<file path="src/rtl/key_pkg.sv">
// ---------------------------------------------------------------------------
// key_pkg
// Shared definitions for the key conditioning front end.
//   - Key index constants naming the bit position of each button.
//   - key_state_t: per-key debounce / auto-repeat state encoding.
//   - clog2(): constant ceiling-log2, never narrower than one bit, used to
//     size the shared timebase and the per-key tick counters.
// ---------------------------------------------------------------------------
package key_pkg;

    localparam int KEY_UP    = 0;
    localparam int KEY_DOWN  = 1;
    localparam int KEY_LEFT  = 2;
    localparam int KEY_RIGHT = 3;
    localparam int KEY_EXIT  = 4;

    typedef enum logic [2:0] {
        IDLE         = 3'd0,
        PRESS_WAIT   = 3'd1,
        HELD_DELAY   = 3'd2,
        HELD_REPEAT  = 3'd3,
        RELEASE_WAIT = 3'd4
    } key_state_t;

    // Ceiling log2, clamped to 1 so a counter sized from it always exists
    // even when every tick parameter is 1.
    function automatic int clog2(input int value);
        int result;
        result = 0;
        while ((1 << result) < value) begin
            result = result + 1;
        end
        return (result < 1) ? 1 : result;
    endfunction

endpackage

</file>
<file path="src/rtl/key_channel.sv">
// ---------------------------------------------------------------------------
// key_channel
// One key: 2-flop synchroniser, polarity normalisation, and a debounce /
// auto-repeat state machine counting shared timebase ticks.
// Ports:
//   sys_clk, sys_rst_n : clock, asynchronous active-low reset
//   tick               : one-cycle timebase strobe from the top level
//   key_raw            : raw asynchronous button pin
//   repeat_en          : auto-repeat enable, sampled every cycle
//   key_pulse          : registered one-cycle press / repeat pulse
//   key_level          : registered debounced pressed level
// ---------------------------------------------------------------------------
module key_channel
    import key_pkg::*;
#(
    parameter int ACTIVE_LOW          = 1,
    parameter int DEBOUNCE_TICKS      = 20,
    parameter int REPEAT_DELAY_TICKS  = 500,
    parameter int REPEAT_PERIOD_TICKS = 100
) (
    input  logic sys_clk,
    input  logic sys_rst_n,
    input  logic tick,
    input  logic key_raw,
    input  logic repeat_en,
    output logic key_pulse,
    output logic key_level
);

    localparam int MAX_A     = (DEBOUNCE_TICKS > REPEAT_DELAY_TICKS) ? DEBOUNCE_TICKS : REPEAT_DELAY_TICKS;
    localparam int MAX_TICKS = (MAX_A > REPEAT_PERIOD_TICKS) ? MAX_A : REPEAT_PERIOD_TICKS;
    localparam int CNT_W     = clog2(MAX_TICKS);

    localparam logic [CNT_W-1:0] DEB_LAST = CNT_W'(DEBOUNCE_TICKS - 1);
    localparam logic [CNT_W-1:0] DLY_LAST = CNT_W'(REPEAT_DELAY_TICKS - 1);
    localparam logic [CNT_W-1:0] PER_LAST = CNT_W'(REPEAT_PERIOD_TICKS - 1);

    // Pin level that means "not pressed"; the synchroniser resets to it so
    // a key held through reset still has to be debounced from scratch.
    localparam logic RELEASED_RAW = (ACTIVE_LOW != 0);

    logic             sync_q1;
    logic             sync_q2;
    logic             pressed;
    key_state_t       state;
    logic [CNT_W-1:0] cnt;

    // Two-flop synchroniser bringing the asynchronous pin into sys_clk.
    always_ff @(posedge sys_clk or negedge sys_rst_n) begin
        if (!sys_rst_n) begin
            sync_q1 <= RELEASED_RAW;
            sync_q2 <= RELEASED_RAW;
        end else begin
            sync_q1 <= key_raw;
            sync_q2 <= sync_q1;
        end
    end

    assign pressed = (ACTIVE_LOW != 0) ? ~sync_q2 : sync_q2;

    // Debounce and auto-repeat state machine. In every state a change of
    // the pressed level is tested before the tick, so it wins over a tick
    // on the same edge. The counter holds the number of ticks already seen
    // in the current state; HELD_DELAY saturates it instead of wrapping so
    // a long hold without repeat never produces a stray pulse.
    always_ff @(posedge sys_clk or negedge sys_rst_n) begin
        if (!sys_rst_n) begin
            state     <= IDLE;
            cnt       <= '0;
            key_pulse <= 1'b0;
            key_level <= 1'b0;
        end else begin
            key_pulse <= 1'b0;
            case (state)
                IDLE: begin
                    key_level <= 1'b0;
                    if (pressed) begin
                        state <= PRESS_WAIT;
                        cnt   <= '0;
                    end
                end
                PRESS_WAIT: begin
                    if (!pressed) begin
                        state <= IDLE;
                    end else if (tick) begin
                        if (cnt == DEB_LAST) begin
                            state     <= HELD_DELAY;
                            cnt       <= '0;
                            key_level <= 1'b1;
                            key_pulse <= 1'b1;
                        end else begin
                            cnt <= cnt + CNT_W'(1);
                        end
                    end
                end
                HELD_DELAY: begin
                    if (!pressed) begin
                        state <= RELEASE_WAIT;
                        cnt   <= '0;
                    end else if (tick) begin
                        if (cnt == DLY_LAST) begin
                            if (repeat_en) begin
                                state     <= HELD_REPEAT;
                                cnt       <= '0;
                                key_pulse <= 1'b1;
                            end
                        end else begin
                            cnt <= cnt + CNT_W'(1);
                        end
                    end
                end
                HELD_REPEAT: begin
                    if (!pressed) begin
                        state <= RELEASE_WAIT;
                        cnt   <= '0;
                    end else if (!repeat_en) begin
                        state <= HELD_DELAY;
                        cnt   <= DLY_LAST;
                    end else if (tick) begin
                        if (cnt == PER_LAST) begin
                            cnt       <= '0;
                            key_pulse <= 1'b1;
                        end else begin
                            cnt <= cnt + CNT_W'(1);
                        end
                    end
                end
                RELEASE_WAIT: begin
                    if (pressed) begin
                        state <= HELD_DELAY;
                        cnt   <= '0;
                    end else if (tick) begin
                        if (cnt == DEB_LAST) begin
                            state     <= IDLE;
                            cnt       <= '0;
                            key_level <= 1'b0;
                        end else begin
                            cnt <= cnt + CNT_W'(1);
                        end
                    end
                end
                default: begin
                    state     <= IDLE;
                    cnt       <= '0;
                    key_level <= 1'b0;
                end
            endcase
        end
    end

endmodule

</file>
<file path="src/rtl/key_conditioner.sv">
// ---------------------------------------------------------------------------
// key_conditioner
// Turns raw bouncing push-buttons into clean one-cycle press / repeat
// pulses plus debounced held levels, one independent channel per key.
// Ports:
//   sys_clk, sys_rst_n : clock, asynchronous active-low reset
//   key_raw[N_KEYS]    : raw asynchronous button pins
//   repeat_en[N_KEYS]  : per-key auto-repeat enable
//   key_pulse[N_KEYS]  : one-cycle pulse per accepted press or repeat
//   key_level[N_KEYS]  : debounced pressed level
//   key_any            : OR of key_pulse in the same cycle
// ---------------------------------------------------------------------------
module key_conditioner
    import key_pkg::*;
#(
    parameter int N_KEYS              = KEY_EXIT + 1,
    parameter int ACTIVE_LOW          = 1,
    parameter int TICK_CYCLES         = 50000,
    parameter int DEBOUNCE_TICKS      = 20,
    parameter int REPEAT_DELAY_TICKS  = 500,
    parameter int REPEAT_PERIOD_TICKS = 100
) (
    input  logic              sys_clk,
    input  logic              sys_rst_n,
    input  logic [N_KEYS-1:0] key_raw,
    input  logic [N_KEYS-1:0] repeat_en,
    output logic [N_KEYS-1:0] key_pulse,
    output logic [N_KEYS-1:0] key_level,
    output logic              key_any
);

    localparam int                TICK_W    = clog2(TICK_CYCLES);
    localparam logic [TICK_W-1:0] TICK_LAST = TICK_W'(TICK_CYCLES - 1);

    logic [TICK_W-1:0] tick_cnt;
    logic              tick;

    // Free-running timebase shared by all keys. It is never re-aligned to
    // key activity, which is why press latency varies by up to one tick.
    always_ff @(posedge sys_clk or negedge sys_rst_n) begin
        if (!sys_rst_n) begin
            tick_cnt <= '0;
        end else if (tick) begin
            tick_cnt <= '0;
        end else begin
            tick_cnt <= tick_cnt + TICK_W'(1);
        end
    end

    assign tick = (tick_cnt == TICK_LAST);

    // One fully independent channel per key; simultaneous pulses pass
    // through unarbitrated.
    for (genvar k = 0; k < N_KEYS; k++) begin : g_key
        key_channel #(
            .ACTIVE_LOW          (ACTIVE_LOW),
            .DEBOUNCE_TICKS      (DEBOUNCE_TICKS),
            .REPEAT_DELAY_TICKS  (REPEAT_DELAY_TICKS),
            .REPEAT_PERIOD_TICKS (REPEAT_PERIOD_TICKS)
        ) u_channel (
            .sys_clk   (sys_clk),
            .sys_rst_n (sys_rst_n),
            .tick      (tick),
            .key_raw   (key_raw[k]),
            .repeat_en (repeat_en[k]),
            .key_pulse (key_pulse[k]),
            .key_level (key_level[k])
        );
    end

    assign key_any = |key_pulse;

endmodule

</file>
<file path="config.mk">
export PLATFORM = sky130hd
export DESIGN_NAME = key_conditioner
export DESIGN_NICKNAME = d
export VERILOG_FILES = /design/src/rtl/key_pkg.sv /design/src/rtl/key_channel.sv /design/src/rtl/key_conditioner.sv
export SDC_FILE = /design/constraint.sdc
export NUM_CORES = 1
export LEC_CHECK = 0
export ABC_AREA = 1
export CORE_MARGIN = 2
export CORE_UTILIZATION = 45
export CTS_BUF_LIST = sky130_fd_sc_hd__clkbuf_4
export DETAILED_ROUTE_END_ITERATION = 10
export PLACE_DENSITY_LB_ADDON = 0.3
export SLEW_MARGIN = 20
export SYNTH_ARGS = -nofsm -noshare
export SYNTH_HDL_FRONTEND = slang
export SYNTH_SLANG_ARGS = --single-unit
</file>
<file path="constraint.sdc">
create_clock -name sys_clk -period 1.7 [get_ports sys_clk]
set_input_delay 0.255 -clock sys_clk [delete_from_list [all_inputs] [get_ports sys_clk]]
set_output_delay 0.255 -clock sys_clk [all_outputs]
set_load 0.1 [all_outputs]
</file>
=== After elaboration in Yosys (flattened, before gate mapping) ===
Index checks and enable logic that the tools add are counted.

* Logic and storage cells: 425
* Bits in registers: 96
* Output and inout port bits: 11

* Bitwise logic cells: 5
* Muxes and demuxes: 236
* Reduce and logical (&&, ||, !) cells: 26
* $add $sub $neg: 6
* Equal/unequal tests: 121

{| class="wikitable"
|+ Operators with widths
! operator !! number
|-
| $mux 9 || 65
|-
| $pmux 9 s5 || 5
|-
| $mux 3 || 65
|-
| $mux 1 || 85
|-
| $pmux 3 s5 || 5
|-
| $ne 3x2->1 const B || 19
|-
| $add 9x1->9 const B || 5
|-
| $eq 9x5->1 const B || 5
|-
| $eq 9x7->1 const B || 5
|-
| $eq 9x9->1 const B || 5
|-
| $reduce_and 9->1 || 5
|-
| $ne 2x2->1 const B || 18
|-
| $ne 3x1->1 const B || 12
|-
| $ne 4x3->1 const B || 9
|-
| $reduce_and 7->1 || 5
|-
| $ne 2x1->1 const B || 17
|-
| $eq 3x2->1 const B || 10
|-
| $pmux 1 s3 || 10
|-
| $ne 3x3->1 const B || 9
|-
| $reduce_and 5->1 || 5
|-
| $add 16x1->16 const B || 1
|-
| $eq 16x16->1 const B || 1
|-
| $mux 16 || 1
|-
| $eq 3x1->1 const B || 5
|-
| 6 further kinds || 22
|}

=== Longest topological paths before layout ===
Gate-level depths: netlist (run 1).

* Depth after elaboration: 6
* Depth in mapped cells: 13

=== Cells and area by module ===
A second synthesis (run 1) with hierarchy kept.

* Cell total of the unflattened synthesis: 1079
* Area, all modules: 7111.8 um^2

{| class="wikitable"
|+ Modules (own cells, without submodules)
! module !! times used !! cells each !! seq. area each (um^2) !! area an instance (um^2)
|-
| key_channel (g_key[3].u_channel ...) || 2 || 191 || 402.9 || 1234.9
|-
| key_channel (g_key[2].u_channel) || 1 || 193 || 402.9 || 1285.0
|-
| key_channel (g_key[1].u_channel) || 1 || 194 || 402.9 || 1266.2
|-
| key_channel (g_key[0].u_channel) || 1 || 187 || 402.9 || 1199.9
|-
| key_conditioner || 1 || 123 || 400.4 || 890.9
|}

=== Least setup slack after synthesis (run 1) ===
OpenSTA, ideal clock, no wires.

* Path kind: register -> register
* From: register g_key[1].u_channel.cnt[0]
* To: register g_key[1].u_channel.cnt[3]
* Arrival: 1515 ps
* Data required time: 1579 ps
* Setup slack: 64 ps
* Library setup time: 121 ps
* Clock period less this slack: 1636 ps
* Cell stages (with the launch flop): 11
* Cells stage by stage: dfrtp_1 ha_1 inv_1 nor3_1 nand3_1 inv_1 nand3_2 nand3_4 nor2_8 nand3_1 nand2_1

* Word-level cells in the longest chain between the ends: 6

{| class="wikitable"
|+ Ends and longest elaborated chain
! what !! RTL line !! source
|-
| from (decl) || key_channel.sv:46 || <nowiki>logic [CNT_W-1:0] cnt;</nowiki>
|-
| from (signal assigned) || key_channel.sv:92 || <nowiki>cnt <= cnt + CNT_W'(1);</nowiki>
|-
| from (signal assigned) || key_channel.sv:108 || <nowiki>cnt <= cnt + CNT_W'(1);</nowiki>
|-
| from (signal assigned) || key_channel.sv:124 || <nowiki>cnt <= cnt + CNT_W'(1);</nowiki>
|-
| $add 9x1->9 or $eq 9x7->1 (tied branches) || -- ||
|-
| $mux 9 || key_channel.sv:120 || <nowiki>if (cnt == PER_LAST) begin</nowiki>
|-
| $mux 9 || key_channel.sv:119 || <nowiki>end else if (tick) begin</nowiki>
|-
| $mux 9 || key_channel.sv:116 || <nowiki>end else if (!repeat_en) begin</nowiki>
|-
| $mux 9 || key_channel.sv:113 || <nowiki>if (!pressed) begin</nowiki>
|-
| $pmux 9 s5 || key_channel.sv:74 || <nowiki>case (state)</nowiki>
|}

Parallel ways exist; a longest one is shown, timed or not. The select of a mux whose other input is x is not followed.
A chain may end at the register's enable or synchronous reset.

=== Worst setup path in the final report (run 1) ===
* From: register tick_cnt[4]
* To: register g_key[2].u_channel.cnt[5]

* Word-level cells in the longest chain between the ends: 4

{| class="wikitable"
|+ Ends and longest elaborated chain
! what !! RTL line !! source
|-
| from (decl) || key_conditioner.sv:35 || <nowiki>logic [TICK_W-1:0] tick_cnt;</nowiki>
|-
| from (signal assigned) || key_conditioner.sv:46 || <nowiki>tick_cnt <= tick_cnt + TICK_W'(1);</nowiki>
|-
| $eq 16x16->1 * || key_conditioner.sv:50 || <nowiki>assign tick = (tick_cnt == TICK_LAST);</nowiki>
|-
| $mux 9 || -- ||
|-
| $mux 9, on equally long branches || -- ||
|-
| $pmux 9 s5 || -- ||
|-
| to (signal assigned) || key_channel.sv:108 ||
|-
| to (signal assigned) || key_channel.sv:124 ||
|-
| to (signal assigned) || key_channel.sv:138 || <nowiki>cnt <= cnt + CNT_W'(1);</nowiki>
|-
| to (decl) || key_channel.sv:46 ||
|}

Mark *: on every way between the ends. The rest lies on a longest branch, timed or not. The select of a mux whose other input is x is not followed.

==> metrics.md, run 1 <==
| Metric | Value |
|---|---|
| Least-Margin Pin Slew | 0.563 ns |
| H-tree levels | 3 |
| Initial antenna violation count | 1 |
| Area of the multi-input gates | 4640 µm² |
| Startpoint Class | flop |
| Number of max-cap violations | 0 |
| Routed len/inst | 13.2 µm |
| Vias | 7,712 |
| Post-synthesis sequential area ratio | 32.8% |
| Worst Skew | 0.0160 ns |
| Wirelength, routed | 19,900 µm |
| CP most frequent cell | nor2_4 |
| Reg clk slew, reported paths | 0.16 ns |
| Crit-path leading delay family | simple AND/OR/NAND/NOR gates |
| Cts bufs inserted | 9 |
| Worst hold slack | 0.142 ns |
| Synth area leaders | dfrtp_1, nand2_1, inv_1, nand3_1, nor2_1 |
| Hold Crit Class | primary input to flop |
| # fillers | 1,393 |
| Period utilization | 109% |
| VDD IR max | 0.545 mV |
| Cell Pwr Density | 991 nW/µm² |
| Syn Area/Cell | 6.55 µm² |
| Worst setup margin | -0.147 ns |
| Final #Nets | 1,305 |
| Sink Count | 96 |
| Post-synthesis async set-or-reset flop share | 100% |
| Finish-stage setup viols | 57 |
| DR iter-0 viols | 667 |
| EDFF count, synth | 0 |
| Top cell type by total area after synthesis | dfrtp_1 |
| GP Congestion | 0.921 |
| Die Area | 17,400 µm² |
| Hold depth | 1 |
| Synth Cell Area | 7350 µm² |
| Rel. slew slack | 62.5% |
| Highest fanout seen on the critical path | 7 |
| Layout cells sized above 1 | 27.9% |
| Drt first pass iters | 5 |
| Post-layout instance area | 9630 µm² |
| Failing checks | setup timing |
| CORE AREA | 15,900 µm² |
| Status | finished, violations left |
| Vias in the first global route | 7,166 |
| Worst-Skew Late Latency | 0.49 ns |
| GRT overflow | 0 |
| WP data required | 2.13 ns |
| Chip width | 132 µm |
| CP Class | flop to flop |
| CP max stage cell | dfrtp_1 |
| Worst path max stage delay | 0.43 ns |
| GR Util All Layers | 22.5% |
| Warnings, synthesis | 0 |
| Global-route wire length before repair | 32,900 µm |
| Crit path DAT | 2.28 ns |
| Clock buffer depth | 2 |
| CTS tree | built |
| Utilization after layout | 60.4% |
| Fmax | 541 MHz |
| DR DRC count | 0 |
| Crit path buf inv count | 2 |
| Clock Tree Root | clkbuf_4 |
| Max Slew Vio Count | 0 |
| Post-synthesis register bit count | 96 |
| RSZ-0062 raised after global routing | true |
| Via density | 5.11 |
| # rows | 46 |
| Reg2Reg Depth | 12 |
| Mapped Cells | 1,123 |
| Register Area | 2420 µm² |
| Crit end category | flop |
| Initial Util | 46.1% |
| Pwr Total | 9.54 mW |
| Stages on worst setup path | 12 |
| Final Hold Fails | 0 |
| Period minus WS final | 1.85 ns |
| Syn nets | 1,141 |
| Main flop type after synthesis | dfrtp_1 |
| Leak Pwr | 5.05 nW |
| # IOs | 23 |
| Largest net degree at the start of global routing | 97 |
| Port buffer count | 22 |
| Synth top area share | 29.3% |
| Placed instance area | 8720 µm² |
| Most common library cells after synthesis | nand2_1, inv_1, nand3_1 |
| Post-synth cell types | 42 |
| Count leader, synth | nand2_1 |
| Die Y | 132 µm |
| Syn-to-layout area delta | 30.9% |
| HPWL after DPL | 13,800 µm |
| Post-route ant nets | 0 |
| Critical-path cell list | nor2_4 -> nand2_2 -> buf_6 -> nor2_4 -> nand2_8 -> nand2_4 -> nand2_4 -> nor2_8 -> inv_4 -> nor2_4 -> nand2_1 -> nand2_1 |
[registers in the layout, summed over array words and instances, names as in the netlist]
signal and cells:
g_key.u_channel.cnt 45, tick_cnt 16, g_key.u_channel.state 15, g_key.u_channel.key_level 5, g_key.u_channel.key_pulse 5, g_key.u_channel.sync_q1 5, g_key.u_channel.sync_q2 5
[placed cells by master, fill, tap and decap left out, types with 3 or more instances in the layout]
cell type	instances
dfrtp_1	79
nor2_4	21
nor2_2	18
nand3_1	91
nand2_2	34
ha_2	4
clkbuf_4	11
nor3_2	7
dfstp_2	10
nand2_1	362
nor2_1	80
xnor2_1	4
nand3_2	25
o221ai_1	3
xor2_1	22
o21ai_2	7
clkdlybuf4s50_1	10
buf_4	129
o21ai_4	3
o21ai_1	22
nand3_4	10
a21oi_2	3
nor3_4	3
inv_1	151
o21ai_0	43
buf_6	12
nor3_1	11
a21oi_1	17
nand3b_1	7
dfrtp_2	7
inv_2	16
nand4_1	17
o22ai_1	3
nand2_4	10
buf_12	15
[through the flow]
stage	setup TNS [ns]	instances	worst slack (ns)
after CTS	-0.730	1489	-0.0598
after global routing	-11.62	1509	-0.290
after global placement	-2.64	1459	-0.0929
after floorplan	0	1123	0.0642
final	-4.96	1509	-0.147
after detailed placement	-6.09	1459	-0.173
[power by group]
group,leakage (nW),switching [mW],internal (mW)
Combinational,3.72,3.37,1.94
Sequential,1.26,0.317,2.62
Clock,0.0707,0.823,0.479
Total,5.05,4.51,5.03
[final cells by class]
class	instances	share of cell area [%]
tap	216	2.81
inverter	169	6.64
clock buffer	11	0.857
sequential	96	25.2
clock inverter	5	0.598
antenna	1	0.0260
multi-input combinational	844	48.2
timing repair buffer	167	15.7
[what timing repair did]
item | CTS | global route
hold buffers | 1 | 0
resized for setup | 28 | 118
pin swaps | 18 | 51
endpoints found under the setup margin | 65 | 71
cloned | 3 | 2
buffers inserted | 11 | 18
hold endpoints to repair | 86 | 0
[path summary, 6_finish.rpt]
check,from,endpoint,slack (ns)
max,tick_cnt[4]$_DFF_PN0_,g_key[2].u_channel.cnt[5]$_DFFE_PN0P_,-0.15
min,key_raw[0],g_key[0].u_channel.sync_q1$_DFF_PN1_,0.14
max in group asynchronous,sys_rst_n,g_key[3].u_channel.state[0]$_DFFE_PN0P_,0.89
max reg2reg,tick_cnt[4]$_DFF_PN0_,g_key[2].u_channel.cnt[5]$_DFFE_PN0P_,-0.15
min in group asynchronous,sys_rst_n,g_key[1].u_channel.state[0]$_DFFE_PN0P_,0.32
min reg2reg,g_key[2].u_channel.sync_q1$_DFF_PN1_,g_key[2].u_channel.sync_q2$_DFF_PN1_,0.36
[logic make-up after synthesis]
group                      after synthesis  synth area share (%)
xor gates and xnor gates                26                  3.10
adders and majority gates                6                  1.02
and+or+nand+nor                        700                  44.0
buffers and inverters                  188                  10.7
DFF                                     96                  32.8
AOI/OAI and AO/OA                      107                  8.32
[per-layer routing]
| metal | wire length [µm] | track usage (%) | up-vias |
|---|---|---|---|
| li1 | - | - | 3880 |
| met2 | 9740 | 37.1 | 221 |
| met5 | 0 | 0 | - |
| met3 | 755 | 2.96 | 34 |
| met4 | 437 | 8.39 | 0 |
| met1 | 8970 | 30.2 | 3577 |
(Power assumes the default switching activity.)
==> run 2: changes to the inputs <==
- RECOVER_POWER: not set -> 25
==> metrics.md, run 2 (synthesized netlist as in run 1, its figures left out) <==
| Metric | Value |
|---|---|
| Status | finished, violations left (unchanged) |
| Failing checks | setup timing (unchanged) |
| Drt first pass iters | 5 (unchanged) |
| GP Congestion | 0.921 (unchanged) |
| Post-route insts no fill | 1,509 (unchanged) |
| Most frequent cells in the layout | nand2_1, inv_1, buf_4 (unchanged) |
| Startpoint Class | flop (unchanged) |
| Via density | 5.11 (unchanged) |
| Reg clk slew, reported paths | 0.16 ns (about the same) |
| Hold Crit Class | primary input to flop (unchanged) |
| Number of max-cap violations | 0 (unchanged) |
| Worst Skew | 0.0161 ns (was 0.0160 ns) |
| CP Class | flop to flop (unchanged) |
| Worst-Skew Late Latency | 0.49 ns (about the same) |
| Worst hold slack | 0.282 ns (was 0.142 ns) |
| Period utilization | 108% (was 109%) |
| Utilization after layout | 60.3% (was 60.4%) |
| Pwr Total | 9.54 mW (about the same) |
| Die Area | 17,400 µm² (unchanged) |
| Largest net degree at the start of global routing | 97 (unchanged) |
| Cts bufs inserted | 9 (unchanged) |
| Sink Count | 96 (unchanged) |
| Critical-path cell list | nor2_4 -> nand2_2 -> buf_6 -> nor2_4 -> nand2_8 -> o21ai_4 -> nand3_4 -> nor2_8 -> nand3_2 -> nand2_2 (was nor2_4 -> nand2_2 -> buf_6 -> nor2_4 -> nand2_8 -> nand2_4 -> nand2_4 -> nor2_8 -> inv_4 -> nor2_4 -> nand2_1 -> nand2_1) |
| Chip width | 132 µm (unchanged) |
| Inst Count DP | 1,459 (unchanged) |
| # fillers | 1,395 (was 1,393) |
| VDD IR max | 0.545 mV (about the same) |
| Final #Nets | 1,305 (unchanged) |
| Vias | 7,712 (unchanged) |
| # rows | 46 (unchanged) |
| CTS tree | built (unchanged) |
| Port buffer count | 22 (unchanged) |
| Grt met1 use | 30.2% (unchanged) |
| Clock buffer depth | 2 (unchanged) |
| Final Hold Fails | 0 (unchanged) |
| Initial Util | 46.1% (unchanged) |
| Global-route wire length before repair | 32,900 µm (unchanged) |
| Crit path DAT | 2.29 ns (was 2.28 ns) |
| Leak Pwr | 5.05 nW (about the same) |
| Worst path max stage delay | 0.43 ns (about the same) |
| Routed len/inst | 13.2 µm (about the same) |
| CORE AREA | 15,900 µm² (unchanged) |
| Crit end category | flop (unchanged) |
| Cell Pwr Density | 992 nW/µm² (was 991 nW/µm²) |
| GRT overflow | 0 (unchanged) |
| Clock Tree Root | clkbuf_4 (unchanged) |
| Biggest regs | g_key.u_channel.cnt: 45 flops, tick_cnt: 16 flops, g_key.u_channel.state: 15 flops (unchanged) |
| H-tree levels | 3 (unchanged) |
| Grt met2 use | 37.1% (unchanged) |
| Period minus WS final | 1.84 ns (was 1.85 ns) |
| Fmax | 542 MHz (was 541 MHz) |
| Die Y | 132 µm (unchanged) |
| Least-Margin Pin Slew | 1.22 ns (was 0.563 ns) |
| Max FFs per register | 45 (unchanged) |
| GR Util All Layers | 22.5% (unchanged) |
| Finish-stage setup viols | 57 (unchanged) |
| Rel. slew slack | 18.6% (was 62.5%) |
| DR iter-0 viols | 653 (was 667) |
| GRT busiest layer | met2 (unchanged) |
| Vias in the first global route | 7,166 (unchanged) |
| GR Util met3 | 2.96% (unchanged) |
| Layout cells sized above 1 | 27.9% (unchanged) |
| # IOs | 23 (unchanged) |
| DR DRC count | 0 (unchanged) |
| Post-route ant nets | 0 (unchanged) |
| Max Slew Vio Count | 0 (unchanged) |
| Syn-to-layout area delta | 30.8% (was 30.9%) |
| WP data required | 2.14 ns (was 2.13 ns) |
| Highest fanout seen on the critical path | 7 (unchanged) |
| Most common cell after layout, fill and taps aside | nand2_1 (unchanged) |
| HPWL after DPL | 13,800 µm (unchanged) |
| RSZ-0062 raised after global routing | true (unchanged) |
| Top reg by flops | g_key.u_channel.cnt (unchanged) |
| Worst setup margin | -0.144 ns (was -0.147 ns) |
| Wirelength, routed | 19,900 µm (about the same) |
| Initial antenna violation count | 1 (unchanged) |
| CP max stage cell | dfrtp_1 (unchanged) |
## run 2: stage by stage
stage | cell area [µm²] | TNS (ns) | setup slack [ns]
global placement | 8720 | -2.64 | -0.0929
floorplan | 7350 | 0 | 0.0642
detailed placement | 8720 | -6.09 | -0.173
finish | 9620 | -4.81 | -0.144
global route | 9620 | -12.56 | -0.290
CTS | 9090 | -0.730 | -0.0598
## run 2: cell type report
class | instances | area (µm²) | area share [%]
Tap cell | 216 | 270 | 2.81
Multi-Input combinational cell | 844 | 4640 | 48.3
Timing Repair Buffer | 167 | 1500 | 15.6
Sequential cell | 96 | 2420 | 25.2
Antenna cell | 1 | 2.50 | 0.0260
Inverter | 169 | 639 | 6.65
Clock buffer | 11 | 82.6 | 0.859
Clock inverter | 5 | 57.6 | 0.598
## run 2: final timing paths
kind                                                            from                                 endpoint  slack (ns)  depth (start not counted)
worst max-delay path                           tick_cnt[4]$_DFF_PN0_    g_key[1].u_channel.cnt[3]$_DFFE_PN0P_       -0.14                         10
worst max register to register                 tick_cnt[4]$_DFF_PN0_    g_key[1].u_channel.cnt[3]$_DFFE_PN0P_       -0.14                         10
max in group asynchronous                                  sys_rst_n   g_key[2].u_channel.key_pulse$_DFF_PN0_        0.19                          3
worst min-delay path                                      key_raw[0]     g_key[0].u_channel.sync_q1$_DFF_PN1_        0.28                          1
worst min register to register  g_key[2].u_channel.sync_q1$_DFF_PN1_     g_key[2].u_channel.sync_q2$_DFF_PN1_        0.36                          0
min in group asynchronous                                  sys_rst_n  g_key[1].u_channel.state[0]$_DFFE_PN0P_        0.68                          3
## run 2: per-layer routing
| layer | vias up | routed length, µm | share of wire, % |
|---|---|---|---|
| met2 | 216 | 9680 | 49 |
| met4 | 0 | 424 | 2.1 |
| met5 | - | 0 | 0 |
| met3 | 32 | 723 | 3.6 |
| met1 | 3582 | 9050 | 46 |
| li1 | 3882 | - | - |
## run 2: where the power goes
part | switching, mW | internal (mW)
sequential | 0.317 | 2.62
combinational | 3.37 | 1.93
clock | 0.824 | 0.479
total | 4.51 | 5.03
## run 2: repair_timing
item / CTS / global route
gates cloned: 3 / 2
setup buffers: 11 / 18
pin swaps: 18 / 51
hold endpoints to repair: 86 / 0
hold buffers: 1 / 0
resized for setup: 28 / 118
setup endpoints to repair: 65 / 71
## run 2: critical path: cells and delay by family, from the launching register on
family | cells | cell delay [ns]
buf+inv | 1 | 0.13
simple gates | 8 | 1.14
flops | 1 | 0.43
compound gates | 1 | 0.10
